## config.mk

```make
export PLATFORM = sky130hd
export DESIGN_NAME = wb_stage
export DESIGN_NICKNAME = d
export VERILOG_FILES = /design/src/rtl/wb_stage.sv
export SDC_FILE = /design/constraint.sdc
export NUM_CORES = 1
export LEC_CHECK = 0
export CAP_MARGIN = 20
export CORE_ASPECT_RATIO = 0.75
export CORE_MARGIN = 1.5
export CORE_UTILIZATION = 41
export DETAILED_ROUTE_END_ITERATION = 6
export GPL_TIMING_DRIVEN = 0
export PLACE_DENSITY_LB_ADDON = 0.08
export SYNTH_ARGS = -nofsm -noshare
export SYNTH_HDL_FRONTEND = slang
export SYNTH_SLANG_ARGS = --single-unit
export TNS_END_PERCENT = 1
```

## constraint.sdc

```tcl
create_clock -name clk -period 2.15 [get_ports clk]
set_input_delay 0.43 -clock clk [delete_from_list [all_inputs] [get_ports clk]]
set_output_delay 0.43 -clock clk [all_outputs]
set_load 0.005 [all_outputs]
```

## src/rtl/wb_stage.sv

```systemverilog
// Writeback stage: MEM/WB register, writeback mux, register-file write port and sticky halt.
// Define RETIRE_CNT_EN to build the 16-bit retired-instruction counter.
module wb_stage (
    input  logic        clk,
    input  logic        rst,
    input  logic        mem_valid,
    input  logic [15:0] mem_aluResult,
    input  logic [15:0] mem_readData,
    input  logic [15:0] mem_pcPlus2,
    input  logic [15:0] mem_imm,
    input  logic [1:0]  mem_wbSel,
    input  logic        mem_regWrite,
    input  logic [2:0]  mem_writeReg,
    input  logic        mem_halt,
    input  logic        stall,
    input  logic        flush,
    output logic [15:0] wbData,
    output logic [2:0]  wbReg,
    output logic        wbEn,
    output logic        fwdValid,
    output logic        halted,
    output logic [15:0] retired
);

    typedef struct packed {
        logic        valid;
        logic [1:0]  wbSel;
        logic        regWrite;
        logic [2:0]  writeReg;
        logic        halt;
        logic [15:0] aluResult;
        logic [15:0] readData;
        logic [15:0] pcPlus2;
        logic [15:0] imm;
        logic        done;
    } mw_t;

    mw_t  mw_q, mw_d;
    logic halted_q, halted_d;

    // done marks an instruction that already wrote back, so a stall never repeats the write.
    always_comb begin
        mw_d = mw_q;
        if (!halted_q) begin
            if (flush) begin
                mw_d.valid = 1'b0;
            end else if (stall) begin
                mw_d.done = mw_q.done | mw_q.valid;
            end else begin
                mw_d.valid     = mem_valid;
                mw_d.wbSel     = mem_wbSel;
                mw_d.regWrite  = mem_regWrite;
                mw_d.writeReg  = mem_writeReg;
                mw_d.halt      = mem_halt;
                mw_d.aluResult = mem_aluResult;
                mw_d.readData  = mem_readData;
                mw_d.pcPlus2   = mem_pcPlus2;
                mw_d.imm       = mem_imm;
                mw_d.done      = 1'b0;
            end
        end
    end

    assign halted_d = halted_q | (mw_q.valid & mw_q.halt);

    always_ff @(posedge clk or posedge rst) begin
        if (rst) begin
            mw_q     <= '0;
            halted_q <= 1'b0;
        end else begin
            mw_q     <= mw_d;
            halted_q <= halted_d;
        end
    end

    always_comb begin
        wbData = mw_q.aluResult;
        case (mw_q.wbSel)
            2'b01:   wbData = mw_q.readData;
            2'b10:   wbData = mw_q.pcPlus2;
            2'b11:   wbData = mw_q.imm;
            default: wbData = mw_q.aluResult;
        endcase
    end

    assign wbReg    = mw_q.writeReg;
    // A HALT occupies WB like any instruction but must not touch the register file.
    assign wbEn     = mw_q.valid & mw_q.regWrite & ~mw_q.done & ~halted_q & ~mw_q.halt;
    assign fwdValid = mw_q.valid & mw_q.regWrite & ~halted_q;
    assign halted   = halted_q;

`ifdef RETIRE_CNT_EN
    logic [15:0] retired_q, retired_d;
    logic        retire;

    assign retire    = mw_q.valid & ~mw_q.done & ~halted_q;
    assign retired_d = retired_q + 16'd1;

    always_ff @(posedge clk or posedge rst) begin
        if (rst)         retired_q <= 16'h0000;
        else if (retire) retired_q <= retired_d;
    end

    assign retired = retired_q;
`else
    assign retired = 16'h0000;
`endif

endmodule
```

==> results of run 1 <==
metal layers:
metal,up-vias,GRT usage,wire length [µm]
met4,0,0.0600,93
li1,964,-,-
met2,69,0.293,3410
met3,10,0.0546,488
met1,1032,0.243,3260
met5,-,0,0
cells by family after synthesis:
family	count (synthesis)	synth area share
multiplexers	87	0.348
other	1	0.00113
AND/OR/NAND/NOR	9	0.0154
flip-flops	74	0.556
AO/OA/AOI/OAI	3	0.00526
buffers and inverters	31	0.0740
sequential cells by signal, indices dropped and copies added, names as in the netlist:
register / flops
mw_q: 70
wbReg: 3
halted: 1
worst max path at each step:
stage / start / to / slack [ps] / cells past startpoint
6_report: halted / wbEn / 40 / 2
5_1_grt: halted / wbEn / -40 / 2
4_1_cts: mw_q[70] / wbData[8] / -20 / 4
3_5_place_dp: mw_q[71] / wbData[8] / -300 / 4
3_3_place_gp: mw_q[71] / wbData[8] / -300 / 4
2_1_floorplan: mw_q[70] / wbData[1] / 410 / 3
cells in the mapped netlist, drive strengths merged:
| cell type | count | area [µm²] |
|---|---|---|
| a21o | 1 | 7.51 |
| a21oi | 1 | 5.00 |
| buf | 29 | 238 |
| clkbuf | 1 | 5.00 |
| conb | 1 | 3.75 |
| dfrtp | 74 | 1850 |
| inv | 1 | 3.75 |
| mux2 | 71 | 800 |
| mux4 | 16 | 360 |
| nand2 | 3 | 11.3 |
| nor2 | 3 | 11.3 |
| nor2b | 1 | 6.26 |
| nor3 | 1 | 16.3 |
| nor4 | 1 | 6.26 |
| o21ai | 1 | 5.00 |
final cells by class:
class                           count  share of cell area
Tap cell                          105              0.0281
Timing Repair Buffer              101               0.206
Multi-Input combinational cell    115               0.277
Sequential cell                    74               0.397
Buffer                             30              0.0584
Inverter                            1             0.00161
Clock inverter                      4             0.00429
Clock buffer                       11              0.0281
metrics by stage:
stage	power (µW)	std cells	setup WS, ps
final	5740	441	36.8
after global routing	6160	441	-39.8
after CTS	5930	441	-22.5
after detailed placement	5060	423	-302
after global placement	4970	422	-300
after floorplan	3870	220	414
critical path, cell delays in order (launching register included):
cell and delay (ps):
dfrtp_1 470, nor4_2 330, clkdlybuf4s50_1 550
power by group through the flow:
stage,Combinational (µW),Clock [µW],Sequential [µW]
global placement,2530,0,2450
detailed placement,2580,0,2480
finish,2390,886,2460
CTS,2550,914,2460
floorplan,1520,0,2350
global route,2620,982,2560
placed cells by master (no fill, tap or decap), drive strengths merged:
cell type / instances
clkdlybuf4s50: 81
dfrtp: 74
mux2: 71
buf: 35
clkbuf: 23
mux4: 16
conb: 16
clkinv: 4
nand2: 3
nor2: 3
clkdlybuf4s15: 3
nor3: 1
nor4: 1
a21o: 1
clkinvlp: 1
a21oi: 1
nor2b: 1
o21ai: 1
timing repair:
item                                    4_1_cts  5_1_grt
endpoints found under the setup margin       16       16
gates resized for setup                      42       18
buffers inserted                              3        0
==> PnR_summary.wiki, run 1 <==
{| class="wikitable"
! Metric !! Value
|-
| Count of unique library cells instantiated by Yosys || 19
|-
| Run status || complete, no violations
|-
| Dpl cell area || between 4000 and 5000 µm²
|-
| Data required time at the worst endpoint || 1720 ps
|-
| Root buf cell || clkbuf_8
|-
| Launch instance of the worst register-to-register path || halted
|-
| Number of diodes || 0
|-
| Post-synthesis cell area || between 3000 and 4000 µm²
|-
| Worst hold path cell count || 1
|-
| Final setup TNS || 0 ps
|-
| Starting DRC count in detailed routing || 37
|-
| Via count || 2075
|-
| Multi-input logic area || about 1300 µm²
|-
| Startpoint of the tightest hold check path || mw_q[8]
|-
| Clock tree from TritonCTS || built
|-
| Largest net degree at the start of global routing || between 40 and 50
|-
| Post-route cell area || between 4000 and 5000 µm²
|-
| Global-route wire length before repair || 11700 µm
|-
| Setup slack on the worst flop-to-flop path || about 370 ps
|-
| Hold violation count in the final report || 0
|-
| Worst supply voltage drop on vdd || between 0.6 and 0.7 mV
|-
| Chip Height || approximately 80 µm
|-
| CTS Sinks || 74
|-
| Wirelength per Cell || between 15 and 20 µm
|-
| Share of power burned in combinational logic || 0.417
|-
| Synthesis Warnings || 0
|-
| Cell count after synthesis || between 200 and 250
|-
| Clock latency on the worst-skew pair || ~340 ps
|-
| Number of buffer cells added on primary ports || between 90 and 100
|-
| Net switching power || 1620 µW
|-
| Number of remaining DRC errors || 0
|-
| Overall Global Routing Usage || 0.184
|-
| Die span in x || ~110 µm
|-
| Effective utilization at floorplan || 0.423
|-
| Overall die area || 8680 µm²
|-
| Slew margin rel. || 0.410
|-
| LEAKAGE || between 0.0015 and 0.002 µW
|-
| Ports || ~110
|-
| Highest Clock Rate || roughly 0.47 GHz
|-
| Max-cap violation count || 0
|-
| Number of buffers created by CTS || 9
|-
| Clock network power share || 0.154
|-
| Setup violation total in the final timing report || 0
|-
| Total of fill cells in the finished design || ~660
|-
| Hold worst-path end || mw_q[8]
|-
| Total half-perimeter wirelength after legalization and detailed placement || 5270 µm
|-
| Length of the first detailed-routing pass in iterations || 4
|-
| Number of hold-repair buffers added at the cts stage || 0
|-
| Avg Cell Area, Syn || roughly 16 µm²
|-
| Worst reg2reg path depth || 3
|-
| Detailed-route wire length || 7260 µm
|-
| Minimum period implied by the final worst setup slack || roughly 2100 ps
|-
| Setup crit end kind || primary output
|-
| Critical Setup Path Class || reg2out
|-
| Max H-tree Level || 3
|-
| CTS clk-pin slew, worst paths || 70 ps
|-
| Placeable Area || roughly 7900 µm²
|-
| Tightest hold margin || between 400 and 500 ps
|-
| Design internal power || around 4000 µW
|-
| Setup crit start kind || register
|-
| Type of the tightest min-delay check || reg2reg
|-
| GRT overflow || 0
|-
| Number of nets in the layout || slightly above 400
|-
| Storage cell area || 1850 µm²
|-
| Power density normalized to cell area || between 1000 and 1500 nW/µm²
|-
| Capture point of the worst reg-to-reg path || mw_q[24]
|-
| Maximum buffer depth of the clock tree || 2
|-
| Final slew viol count || 0
|-
| Share of the core filled with cells || 0.592
|-
| Clock Skews || 4.76 ps
|-
| Crit share post-route || 0.983
|-
| Share of layout cells above drive strength 1 || 0.429
|-
| Antenna Nets Post-Route || 0
|-
| Number of global-route vias before repair || approximately 2300
|-
| Arrival time worst endpoint || 1680 ps
|-
| Sequential fraction of the synthesis area || 0.556
|-
| Worst-Margin Slew || between 800 and 900 ps
|-
| Maximum fanout encountered on the critical timing path || 7
|-
| Number of antenna violations at the first check in global routing || 0
|-
| Count of state elements after synthesis || 74
|-
| Switching part of the total || 0.283
|-
| Via density per instance || 4.71
|-
| Fraction of power consumed by sequential logic || 0.429
|-
| Area growth from synthesis to layout || 40.2%
|-
| Site Rows || 28
|-
| Routability congestion estimate from global placement || ~0.70
|}
No activity file was read; power rests on OpenSTA's default activity.
==> run 2, diff against run 1 <==
--- a/config.mk
+++ b/config.mk
@@ -10,7 +10,6 @@
 export CORE_MARGIN = 1.5
 export CORE_UTILIZATION = 41
 export DETAILED_ROUTE_END_ITERATION = 6
-export GPL_TIMING_DRIVEN = 0
 export PLACE_DENSITY_LB_ADDON = 0.08
 export SYNTH_ARGS = -nofsm -noshare
 export SYNTH_HDL_FRONTEND = slang
==> run 2 against run 1 <==
Against the previous run:
- core utilization shrank 0.63 points
- via count down 2.1%
- worst setup slack better by 32 ps
- flip-flop and latch count is the same
- count of clock-buffer cells in the layout is 3 higher
- clock power is 21% higher
- die area is the same
- non-clock buffer count fell by 17
- final cell count decreased by 3.6%
- critical endpoint is now wbData[0]
- largest cell class unchanged
==> PnR_summary.wiki, run 2 (synthesized netlist as in run 1, its figures left out) <==
{| class="wikitable"
! Metric !! Value
|-
| Max H-tree Level || 3 (unchanged)
|-
| Max-cap violation count || 0 (unchanged)
|-
| Clock network power share || 0.179 (was 0.154)
|-
| Area growth from synthesis to layout || 38.7% (was 40.2%)
|-
| Number of buffers created by CTS || 9 (unchanged)
|-
| Root buf cell || clkbuf_8 (unchanged)
|-
| Highest Clock Rate || 0.480 GHz (was 0.473 GHz)
|-
| Wirelength per Cell || 15.3 µm (was 16.5 µm)
|-
| Launch instance of the worst register-to-register path || halted (unchanged)
|-
| Chain of cells forming the critical path || buf_6 -> mux4_2 -> dlygate4sd2_1 (was nor4_2 -> clkdlybuf4s50_1)
|-
| Arrival time worst endpoint || 1650 ps (was 1680 ps)
|-
| Layout Cells excl Fill || 425 (was 441)
|-
| Overall Global Routing Usage || 0.164 (was 0.184)
|-
| Number of nets in the layout || 391 (was 408)
|-
| Clock tree from TritonCTS || built (unchanged)
|-
| Final slew viol count || 0 (unchanged)
|-
| Number of antenna violations at the first check in global routing || 0 (unchanged)
|-
| Fraction of power consumed by sequential logic || 0.415 (was 0.429)
|-
| Delay-heaviest family, CP || multiplexers (was buffers and inverters)
|-
| Starting DRC count in detailed routing || 64 (was 37)
|-
| Run status || complete, no violations (unchanged)
|-
| Chip Height || 81.1 µm (unchanged)
|-
| Global-route wire length before repair || 10600 µm (was 11700 µm)
|-
| Most common cell after layout, fill and taps aside || clkdlybuf4s50_1 (unchanged)
|-
| Antenna Nets Post-Route || 0 (unchanged)
|-
| CTS Sinks || 74 (unchanged)
|-
| Design internal power || 4370 µW (was 4120 µW)
|-
| Commonest cells after routing, fill and taps aside || 81 x clkdlybuf4s50_1, 73 x dfrtp_1, 65 x mux2_2, 16 x mux4_2, 16 x conb_1 (was 81 x clkdlybuf4s50_1, 74 x dfrtp_1, 65 x mux2_2, 20 x buf_4)
|-
| Setup crit end kind || primary output (unchanged)
|-
| Total half-perimeter wirelength after legalization and detailed placement || 4540 µm (was 5270 µm)
|-
| Slowest Stage Delay on Critical Path || 470 ps (was 550 ps)
|-
| Detailed-route wire length || 6500 µm (was 7260 µm)
|-
| Overall die area || 8680 µm² (unchanged)
|-
| Met1 global-route usage || 0.217 (was 0.243)
|-
| Max FFs per register || 70 (unchanged)
|-
| Global-route met2 utilization || 0.246 (was 0.293)
|-
| Maximum buffer depth of the clock tree || 2 (unchanged)
|-
| Number of remaining DRC errors || 0 (unchanged)
|-
| Setup repair after global routing missed its margin || no
|-
| Critical Setup Path Class || reg2out (unchanged)
|-
| Clock Skews || 5.45 ps (was 4.76 ps)
|-
| Share of layout cells above drive strength 1 || 0.400 (was 0.429)
|-
| Routability congestion estimate from global placement || 0.687 (was 0.702)
|-
| Setup slack on the worst flop-to-flop path || 600 ps (was 370 ps)
|-
| Number of global-route vias before repair || 2120 (was 2252)
|-
| Via count || 2031 (was 2075)
|-
| Cell with the biggest individual delay on the critical path || mux4_2 (was clkdlybuf4s50_1)
|-
| Placeable Area || 7880 µm² (unchanged)
|-
| Clock latency on the worst-skew pair || 330 ps (was 340 ps)
|-
| Largest net degree at the start of global routing || 53 (was 41)
|-
| Setup crit start kind || register (unchanged)
|-
| Minimum period implied by the final worst setup slack || 2080 ps (was 2110 ps)
|-
| Ports || 114 (unchanged)
|-
| Setup violation total in the final timing report || 0 (unchanged)
|-
| Share of power burned in combinational logic || 0.406 (was 0.417)
|-
| Length of the first detailed-routing pass in iterations || 4 (unchanged)
|-
| GRT overflow || 0 (unchanged)
|-
| LEAKAGE || 0.00191 µW (was 0.00197 µW)
|-
| Worst Path Buf+Inv || 2 (was 1)
|-
| Most congested layer reported by global routing || met2 (unchanged)
|-
| Power density normalized to cell area || 1290 nW/µm² (was 1230 nW/µm²)
|-
| Maximum fanout encountered on the critical timing path || 4 (was 7)
|-
| Switching part of the total || 0.266 (was 0.283)
|-
| Number of buffer cells added on primary ports || 97 (unchanged)
|-
| Site Rows || 28 (unchanged)
|-
| Worst reg2reg path depth || 3 (unchanged)
|-
| Capture point of the worst reg-to-reg path || mw_q[15] (was mw_q[24])
|-
| Number of diodes || 0 (unchanged)
|-
| Placed cells || 401 (was 423)
|-
| Worst supply voltage drop on vdd || 0.584 mV (was 0.626 mV)
|-
| Final setup TNS || 0 ps (unchanged)
|-
| Data required time at the worst endpoint || 1720 ps (about the same)
|-
| GRT met3 Usage || 0.0650 (was 0.0546)
|-
| Via density per instance || 4.78 (was 4.71)
|-
| Crit share post-route || 0.968 (was 0.983)
|-
| CTS clk-pin slew, worst paths || 70 ps (about the same)
|-
| Effective utilization at floorplan || 0.423 (unchanged)
|-
| Die span in x || 107 µm (unchanged)
|-
| Largest register by flop count || mw_q (unchanged)
|-
| Hold violation count in the final report || 0 (unchanged)
|-
| Type of the tightest min-delay check || in2async (was reg2reg)
|-
| Net switching power || 1580 µW (was 1620 µW)
|}
==> run 2: cell types whose count changed in the layout (fill, tap and decap cells not counted), moves of 2 or more <==
| cell | before | now |
|---|---|---|
| buf_4 | 20 | 8 |
| buf_6 | 9 | 1 |
| buf_12 | 2 | 6 |
| clkinv_2 | 4 | 1 |
| clkbuf_8 | 9 | 11 |
| clkdlybuf4s15_1 | 3 | 1 |
| dlygate4sd2_1 | 0 | 2 |
==> run 2: cell type report <==
type,count,area [µm²]
timing repair buffer,114,1130
fill,652,3260
clock inverter,2,35.0
tap,105,131
multi-input combinational,115,1290
clock buffer,14,163
inverter,1,7.51
sequential,74,1850
==> run 2: repair_timing <==
action / in CTS / in global routing
setup buffers: 4 / 3
hold endpoints to repair: 0 / 0
gates resized for setup: 39 / 13
cloned: 1 / 0
setup endpoints to repair: 16 / 11
hold buffers: 0 / 0
==> run 2: power groups by stage <==
stage	clock [µW]	sequential, µW	combinational (µW)
after floorplan	0	2350	1520
after global placement	0	2470	2480
after detailed placement	0	2480	2520
after CTS	1110	2480	2490
after global routing	1180	2570	2630
final	1070	2470	2420
==> run 2: worst max path at each step <==
stage          startpoint         to  slack [ps]  cells after the start
6_report         mw_q[70]  wbData[0]          70                      3
5_1_grt          mw_q[70]  wbData[0]           5                      3
4_1_cts          mw_q[70]  wbData[7]         -80                      4
3_5_place_dp     mw_q[70]  wbData[8]         170                      3
3_3_place_gp     mw_q[70]  wbData[8]         170                      3
2_1_floorplan    mw_q[70]  wbData[1]         410                      3
==> run 2: stage by stage <==
step	worst slack, ps	hold WS [ps]	utilization	total power [µW]	instance area, µm²
after floorplan	414	453	-	3870	3390
after global placement	172	466	0.554	4950	4370
after detailed placement	171	479	0.554	5000	4370
after CTS	-80.9	379	0.587	6070	4620
after global routing	5.23	392	0.586	6380	4620
final	68.4	393	0.586	5950	4620
==> run 2: worst reg2reg max path, stage by stage, from the launching register on <==
cell and delay (ps):
dfrtp_1 470, nor3_4 270, buf_12 290, mux2_2 420
==> run 2: routing by layer <==
metal	part of all wire	vias up
met3	0.085	8
met1	0.44	1023
met4	0.011	0
li1	-	927
met2	0.46	73
met5	0	-
